### src/rtl/serial_to_parallel.sv
// serial_to_parallel: assembles an LSB-first serial stream into an 8-bit word with a one-cycle done pulse.
module serial_to_parallel (
  input  logic       clk,
  input  logic       reset,
  input  logic       serial_start,
  input  logic [0:0] d,
  output logic [7:0] a,
  output logic       end_conversion
);
  typedef enum logic {IDLE, SHIFT} state_t;
  state_t     state_q;
  logic [2:0] cnt_q;
  logic [6:0] shift_q;
  // Bits enter at the top and move down, so after seven captures bit 0 sits at shift_q[0].
  always_ff @(posedge clk) begin
    if (reset) begin
      state_q        <= IDLE;
      cnt_q          <= 3'd0;
      shift_q        <= 7'd0;
      a              <= 8'h00;
      end_conversion <= 1'b0;
    end else begin
      end_conversion <= 1'b0;
      case (state_q)
        IDLE: if (serial_start) begin
          shift_q <= {d, 6'd0};
          cnt_q   <= 3'd1;
          state_q <= SHIFT;
        end
        SHIFT: if (cnt_q == 3'd7) begin
          a              <= {d, shift_q};
          end_conversion <= 1'b1;
          cnt_q          <= 3'd0;
          state_q        <= IDLE;
        end else begin
          shift_q <= {d, shift_q[6:1]};
          cnt_q   <= cnt_q + 3'd1;
        end
        default: state_q <= IDLE;
      endcase
    end
  end
endmodule

### config.mk
export PLATFORM = sky130hd
export DESIGN_NAME = serial_to_parallel
export DESIGN_NICKNAME = d
export VERILOG_FILES = /design/src/rtl/serial_to_parallel.sv
export SDC_FILE = /design/constraint.sdc
export NUM_CORES = 1
export LEC_CHECK = 0
export CORE_MARGIN = 10
export CORE_UTILIZATION = 44
export DETAILED_ROUTE_END_ITERATION = 16
export PLACE_DENSITY = 0.76
export SYNTH_ARGS = -nofsm -noshare
export SYNTH_HDL_FRONTEND = slang
export SYNTH_SLANG_ARGS = --single-unit
### constraint.sdc
create_clock -name clk -period 1.3 [get_ports clk]
set_input_delay 0.39 -clock clk [delete_from_list [all_inputs] [get_ports clk]]
set_output_delay 0.39 -clock clk [all_outputs]
set_load 0.005 [all_outputs]
==> results of run 1 <==
[metal layers]
layer | vias to the layer above | share of wire, % | track usage [%]
met1 | 274 | 42 | 8.87
met4 | 0 | 2.5 | 4.78
li1 | 314 | - | -
met5 | - | 0 | 0
met3 | 5 | 7.0 | 2.64
met2 | 19 | 48 | 14.1
[power groups by stage]
stage	registers, mW	clock network, mW	logic (mW)
floorplan	0.641	0	0.0522
global placement	0.643	0	0.0782
detailed placement	0.643	0	0.0800
CTS	0.630	0.504	0.0850
global route	0.635	0.532	0.0992
finish	0.633	0.499	0.0884
[final cells by class]
class	count	area (um^2)
well taps	17	21.3
inverters	1	3.75
flip-flops and latches	20	414
clock buffers	3	22.5
clock inverters	1	30.0
multi-input cells	56	372
repair buffers	23	204
fillers	149	622
[placed cells by master (no fill, tap or decap), drive strengths merged]
master / Yosys / final
buf: 4 / 11
nand2: 17 / 17
o22a: 1 / 1
dfxtp: 20 / 20
nor2: 7 / 7
dlygate4sd2: 0 / 2
a21oi: 10 / 10
bufinv: 0 / 1
mux2i: 1 / 1
clkdlybuf4s50: 0 / 3
and2: 1 / 1
inv: 1 / 1
ha: 2 / 2
o22ai: 5 / 5
clkbuf: 0 / 3
o32ai: 1 / 1
nand2b: 8 / 8
clkdlybuf4s15: 0 / 7
nor3b: 2 / 2
nor3: 1 / 1
[what timing repair did]
item,4_1_cts,5_1_grt
setup buffers,3,0
hold buffers,0,0
pin swaps,1,2
resized for setup,19,17
endpoints found under the setup margin,15,17
[metrics by stage]
step | instance area [um^2] | total power [mW] | TNS, ns | std cells
6_report | 1070 | 1.22 | 0 | 121
5_1_grt | 1070 | 1.27 | -0.0198 | 121
4_1_cts | 1020 | 1.22 | 0 | 121
3_5_place_dp | 937 | 0.723 | -0.912 | 114
3_3_place_gp | 937 | 0.721 | -0.674 | 114
2_1_floorplan | 768 | 0.693 | 0 | 81
[worst max-delay path by stage]
stage | startpoint | to | slack, ns | depth (start not counted)
final | a[0]$_SDFFE_PP0P_ | a[0] | 0.02 | 1
after global placement | serial_start | shift_q[0]$_SDFFE_PP0P_ | -0.09 | 4
after global routing | cnt_q[1]$_SDFFE_PP0P_ | shift_q[6]$_SDFFE_PP0P_ | -0.01 | 5
after floorplan | cnt_q[0]$_SDFFE_PP0P_ | shift_q[6]$_SDFFE_PP0P_ | 0.005 | 6
after detailed placement | reset | state_q$_SDFF_PP0_ | -0.12 | 4
after CTS | cnt_q[0]$_SDFFE_PP0P_ | shift_q[6]$_SDFFE_PP0P_ | 0.0005 | 5
[tightest hold or removal path, stage by stage (launching register included)]
cell	delay, ns
dfxtp_1	0.33
nand2_1	0.05
a21oi_1	0.05
[logic make-up (layout without fill, tap and decap cells)]
logic type | count (synthesis) | after routing | share of synthesized area, %
DFF | 20 | 20 | 52.3
muxes | 1 | 1 | 1.31
and+or+nand+nor | 36 | 36 | 24.5
AOI/OAI and AO/OA | 17 | 17 | 13.9
buffers and inverters | 5 | 28 | 4.74
adders and majority gates | 2 | 2 | 3.27
[registers in the layout (all words and copies together) (netlist names)]
register,flops
a,8
end_conversion,1
state_q,1
cnt_q,3
shift_q,7
==> summary.txt, run 1 <==
Run status
  – Status: complete, no violations

Logic synthesis
  – Synth Instances: 81
  – Number of unique standard cell types used by synthesis: 18
  – Cell taking the most area after synthesis: dfxtp_1
  – Post-synthesis sequential element count: 20
  – Post-synth EDFFs: 0
  – Seq/Total Area, Yosys: ~52%
  – Avg Synthesized Cell Area: about 9.5 um^2
  – Syn. warnings: 0
  – Ys async rst share: 0%
  – Synth cell count leaders: dfxtp_1, nand2_1, a21oi_1, nand2b_1
  – Mapped cell area: 766 um^2
  – Count leader, synth: dfxtp_1
  – Synth Flop Type: dfxtp_1
  – Synthesized Nets: 87
  – Synth top area share: between 50% and 60%
  – Synth top area cells: dfxtp_1, nand2_1, a21oi_1

Worst setup path
  – Critical path class: flip-flop to primary output
  – Kind of end point of the critical path: primary output
  – Worst-path maximum fanout: 2
  – CP required: just over 0.9 ns
  – Startpoint types: flip-flop
  – Slowest cell on the critical path: dfxtp_2
  – Arr. time, crit path: between 0.8 and 0.9 ns
  – CP cell instances: dlygate4sd2_1
  – Reg2reg path depth: 5
  – CP top delay family: flip-flops
  – R2R Setup Slk: roughly 0.04 ns
  – Worst R2R End: shift_q[6]$_SDFFE_PP0P_
  – CP bufs+invs: 1
  – Worst path max stage delay: ~0.33 ns
  – R2R Path Start: cnt_q[1]$_SDFFE_PP0P_

Timing
  – Slew Limit Fails: 0
  – WHS: approximately 0.45 ns
  – Normalized max-slew margin: around 84%
  – Actual slew at the worst max-slew pin: about 0.24 ns
  – Fin crit share: 98.1%
  – Setup Skew: 0.00189 ns
  – Final min period: around 1.3 ns
  – Max Clk Rate: around 0.78 GHz
  – PnR worst setup slack: around 0.024 ns
  – RSZ-0062 raised after global routing: true
  – Final hold viol count: 0
  – Final Setup Violations: 0

Clock network
  – Maximum root-to-sink buffer count: 2
  – Clock transition at the registers of the reported paths: ~0.11 ns
  – Worst skew pair latency: approximately 0.30 ns
  – CTS tree: done
  – Root Driver: clkbuf_4
  – TritonCTS Buffers: 3
  – H-Tree Depth: 1
  – CTS Sinks: 20

Global route
  – Number of global-route vias before repair: 565
  – Initial antenna violation count: 0
  – Global-route wire length before repair: around 2.3 mm
  – GR Util All Layers: between 8 and 9%
  – Grt ovf: 0
  – Pin count of the biggest net entering global routing: 13

Die
  – Rows: 15
  – Starting Density: 45.3%
  – Core area: 1690 um^2
  – Die H: 61.7 um
  – Chip width: just over 60 um
  – IO Pins: 13
  – Die area: ~3800 um^2

Power
  – Comb pwr share: about 7.2%
  – Maximum VDD drop: 0.000742 V
  – Flop pwr share: 51.9%
  – Net Switching: about 0.24 mW
  – Cell Pwr Density: around 1100 nW/um^2
  – Clk pwr share: 40.9%
  – Internal: around 1 mW
  – Leakage: about 0.4 nW
  – Switching share of power: between 10% and 20%

Placement
  – PortBufs: 12
  – Placer Congestion: 0.738
  – DPL Wire Length: 1.05 mm
  – Worst slack, placed: -0.117 ns

Routing
  – Final wirelength: 1.46 mm
  – Starting DRC count in detailed routing: 8
  – Routed length per placed instance: roughly 12 um
  – DR vias/cell: around 5
  – Via count: 612
  – # DRC: 0
  – Antenna viol nets, final: 0
  – Drt pass-1 iters: 4

Cells and area
  – Layout cells sized above 1: about a third
  – Core Util, Final: 63.2%
  – Area growth syn-to-layout: 39.4%
  – Final net count: roughly 110
  – Antenna cell count: 0

Job
  – Max_cap viols: 0

Min path
  – HP Start: shift_q[1]$_SDFFE_PP0P_
  – Hold path endpoint: a[1]$_SDFFE_PP0P_
  – Min-delay worst type: flip-flop to flip-flop
  – WHS Path Cells: 2
No activity file was read; power rests on OpenSTA's default activity.
==> inputs of run 2 (changes only) <==
--- a/config.mk
+++ b/config.mk
@@ -5,6 +5,7 @@
 export SDC_FILE = /design/constraint.sdc
 export NUM_CORES = 1
 export LEC_CHECK = 0
+export CAP_MARGIN = 20
 export CORE_MARGIN = 10
 export CORE_UTILIZATION = 44
 export DETAILED_ROUTE_END_ITERATION = 16
==> results of run 2 <==
Same layout as run 1: the final DEF is identical, and so are final timing and power.
==> inputs of run 3 (changes only) <==
--- a/config.mk
+++ b/config.mk
@@ -8,8 +8,10 @@
 export CAP_MARGIN = 20
 export CORE_MARGIN = 10
 export CORE_UTILIZATION = 44
+export CTS_BUF_LIST = sky130_fd_sc_hd__clkbuf_16
 export DETAILED_ROUTE_END_ITERATION = 16
 export PLACE_DENSITY = 0.76
+export SKIP_CTS_REPAIR_TIMING = 1
 export SYNTH_ARGS = -nofsm -noshare
 export SYNTH_HDL_FRONTEND = slang
 export SYNTH_SLANG_ARGS = --single-unit
==> constraint.sdc (replaced) <==
create_clock -name clk -period 1.3 [get_ports clk]
set_input_delay 0.39 -clock clk [delete_from_list [all_inputs] [get_ports clk]]
set_output_delay 0.39 -clock clk [all_outputs]
set_load 0.1 [all_outputs]
==> run 3 against run 2 <==
Effect of this change:
- sequential power up 0.6%
- critical path depth grew 4
- total power up 9.2%
- design area increased by 10%
- non-clock buffer count did not move
- maximum frequency is essentially flat
- utilization increased by 6.3 points
- die area stayed put
- cell count is 0.83% lower
- critical endpoint is now shift_q[6]$_SDFFE_PP0P_
- largest power group unchanged
==> summary.txt, run 3 (synthesized netlist as in run 1, its figures left out) <==
Clock network
  – CTS Sinks: 20
  – Clock transition at the registers of the reported paths: 0.05 ns
  – TritonCTS Buffers: 3
  – Root Driver: clkbuf_16
  – CTS tree: done
  – Worst skew pair latency: 0.25 ns
  – Maximum root-to-sink buffer count: 2
  – H-Tree Depth: 1

Worst setup path
  – Worst-path maximum fanout: 7
  – CP required: between 1 and 1.5 ns
  – Startpoint types: flip-flop
  – Cell mode on critical path: ha_4
  – CP bufs+invs: 0
  – Worst path max stage delay: ~0.35 ns
  – R2R Path Start: cnt_q[0]$_SDFFE_PP0P_
  – Slowest cell on the critical path: dfxtp_4
  – Worst setup path startpoint: cnt_q[0]$_SDFFE_PP0P_
  – Levels on crit path: 5
  – Kind of end point of the critical path: flip-flop
  – Reg2reg path depth: 5
  – Arr. time, crit path: 1.45 ns
  – CP top delay family: flip-flops
  – Critical path class: flip-flop to flip-flop
  – CP cell instances: ha_4 -> ha_4 -> and2_4 -> nor2_8 -> mux2i_1

Global route
  – GR Util All Layers: roughly a tenth
  – Global-route wire length before repair: 2.62 mm
  – Pin count of the biggest net entering global routing: 11
  – Grt ovf: 0
  – Initial antenna violation count: 0
  – Number of global-route vias before repair: between 600 and 700

Power
  – Comb pwr share: around 6.4%
  – Leakage: ~0.44 nW
  – Internal: approximately 1.1 mW
  – Maximum VDD drop: 0.000924 V
  – Flop pwr share: 47.8%
  – Switching share of power: about 19%
  – Clk pwr share: between 40% and 50%
  – Cell Pwr Density: about 1100 nW/um^2
  – Net Switching: between 0.2 and 0.3 mW

Timing
  – Max Clk Rate: 0.784 GHz
  – Fin crit share: a little over nine tenths
  – RSZ-0062 raised after global routing: true
  – Final hold viol count: 0
  – Setup Skew: around 0.0029 ns
  – Final min period: between 1 and 1.5 ns
  – WHS: approximately 0.45 ns
  – Final Setup Violations: 0
  – Normalized max-slew margin: around four fifths
  – Fin Setup TNS: 0 ns
  – Actual slew at the worst max-slew pin: between 0.3 and 0.4 ns
  – Slew Limit Fails: 0

Die
  – Core area: ~1700 um^2
  – Chip width: ~62 um
  – Die area: ~3800 um^2
  – Starting Density: 45.3%
  – Die H: roughly 62 um
  – Rows: 15
  – IO Pins: 13

Cells and area
  – Fill cell count: about 120
  – Antenna cell count: 0
  – Layout cells sized above 1: roughly 40%
  – Area growth syn-to-layout: 53.3%
  – Largest regs: a (8), shift_q (7), cnt_q (3)
  – Max reg flops: 8
  – Final net count: approximately 110
  – Final instance area: approximately 1200 um^2
  – Top reg by flops: a
  – Most frequent cells in the layout: nand2_1, a21oi_1, dfxtp_1, buf_4
  – Core Util, Final: between 60% and 70%
  – Commonest non-fill, non-tap cell in the layout: nand2_1

Job
  – Max_cap viols: 0

Placement
  – PortBufs: 12
  – DP Area: between 1000 and 1500 um^2
  – DPL Wire Length: 1.19 mm
  – Placer Congestion: 0.731

Min path
  – HP Start: shift_q[1]$_SDFFE_PP0P_
  – WHS Path Cells: 2
  – Min-delay worst type: flip-flop to flip-flop

Routing
  – Drt pass-1 iters: 4
  – Via count: ~650
  – # DRC: 0
  – DR vias/cell: 5.38
  – Routed length per placed instance: 15.7 um
  – Antenna viol nets, final: 0
  – Starting DRC count in detailed routing: 10
  – Final wirelength: approximately 1.9 mm

Run status
  – Status: complete, no violations
run 3: cell count changes in the layout (fill, tap and decap cells not counted), sizes merged:
cell,previous run,this run
bufinv,1,0
buf,11,20
clkdlybuf4s15,7,0
dlygate4sd2,2,0
run 3: layout make-up:
cell class / instances / area [um^2] / area share (%)
multi-input combinational: 56 / 362 / 30.8
inverter: 1 / 3.75 / 0.320
tap: 17 / 21.3 / 1.81
sequential: 20 / 415 / 35.4
clock buffer: 3 / 75.1 / 6.40
timing repair buffer: 23 / 297 / 25.3
run 3: worst paths after layout:
kind | to | slack (ns)
setup / recovery | shift_q[6]$_SDFFE_PP0P_ | 0.02
hold / removal | a[1]$_SDFFE_PP0P_ | 0.45
setup reg to reg | shift_q[6]$_SDFFE_PP0P_ | 0.02
hold reg to reg | a[1]$_SDFFE_PP0P_ | 0.45
run 3: through the flow:
stage	setup slack, ns	power (mW)	instances
CTS	-0.0526	1.32	115
detailed placement	-0.144	0.723	112
global route	-0.0233	1.37	120
global placement	-0.117	0.719	112
floorplan	0.00102	0.693	81
finish	0.0243	1.33	120
run 3: metal layers:
metal,vias to the layer above,GRT usage (%),share of wire (%)
met5,-,0,0
met2,14,17.6,52
met4,0,7.64,3.4
met3,6,2.24,2.2
li1,317,-,-
met1,308,9.09,42
run 3: worst min-delay path: stages, from the launching register on:
cell     delay (ns)
dfxtp_1        0.31
nand2_1        0.05
a21oi_1        0.05
run 3: power by group through the flow:
stage	combinational (mW)	sequential, mW	clock, mW
after global placement	0.0728	0.646	0
after floorplan	0.0522	0.641	0
after global routing	0.0925	0.638	0.635
final	0.0857	0.637	0.611
after detailed placement	0.0761	0.647	0
after CTS	0.0780	0.634	0.611
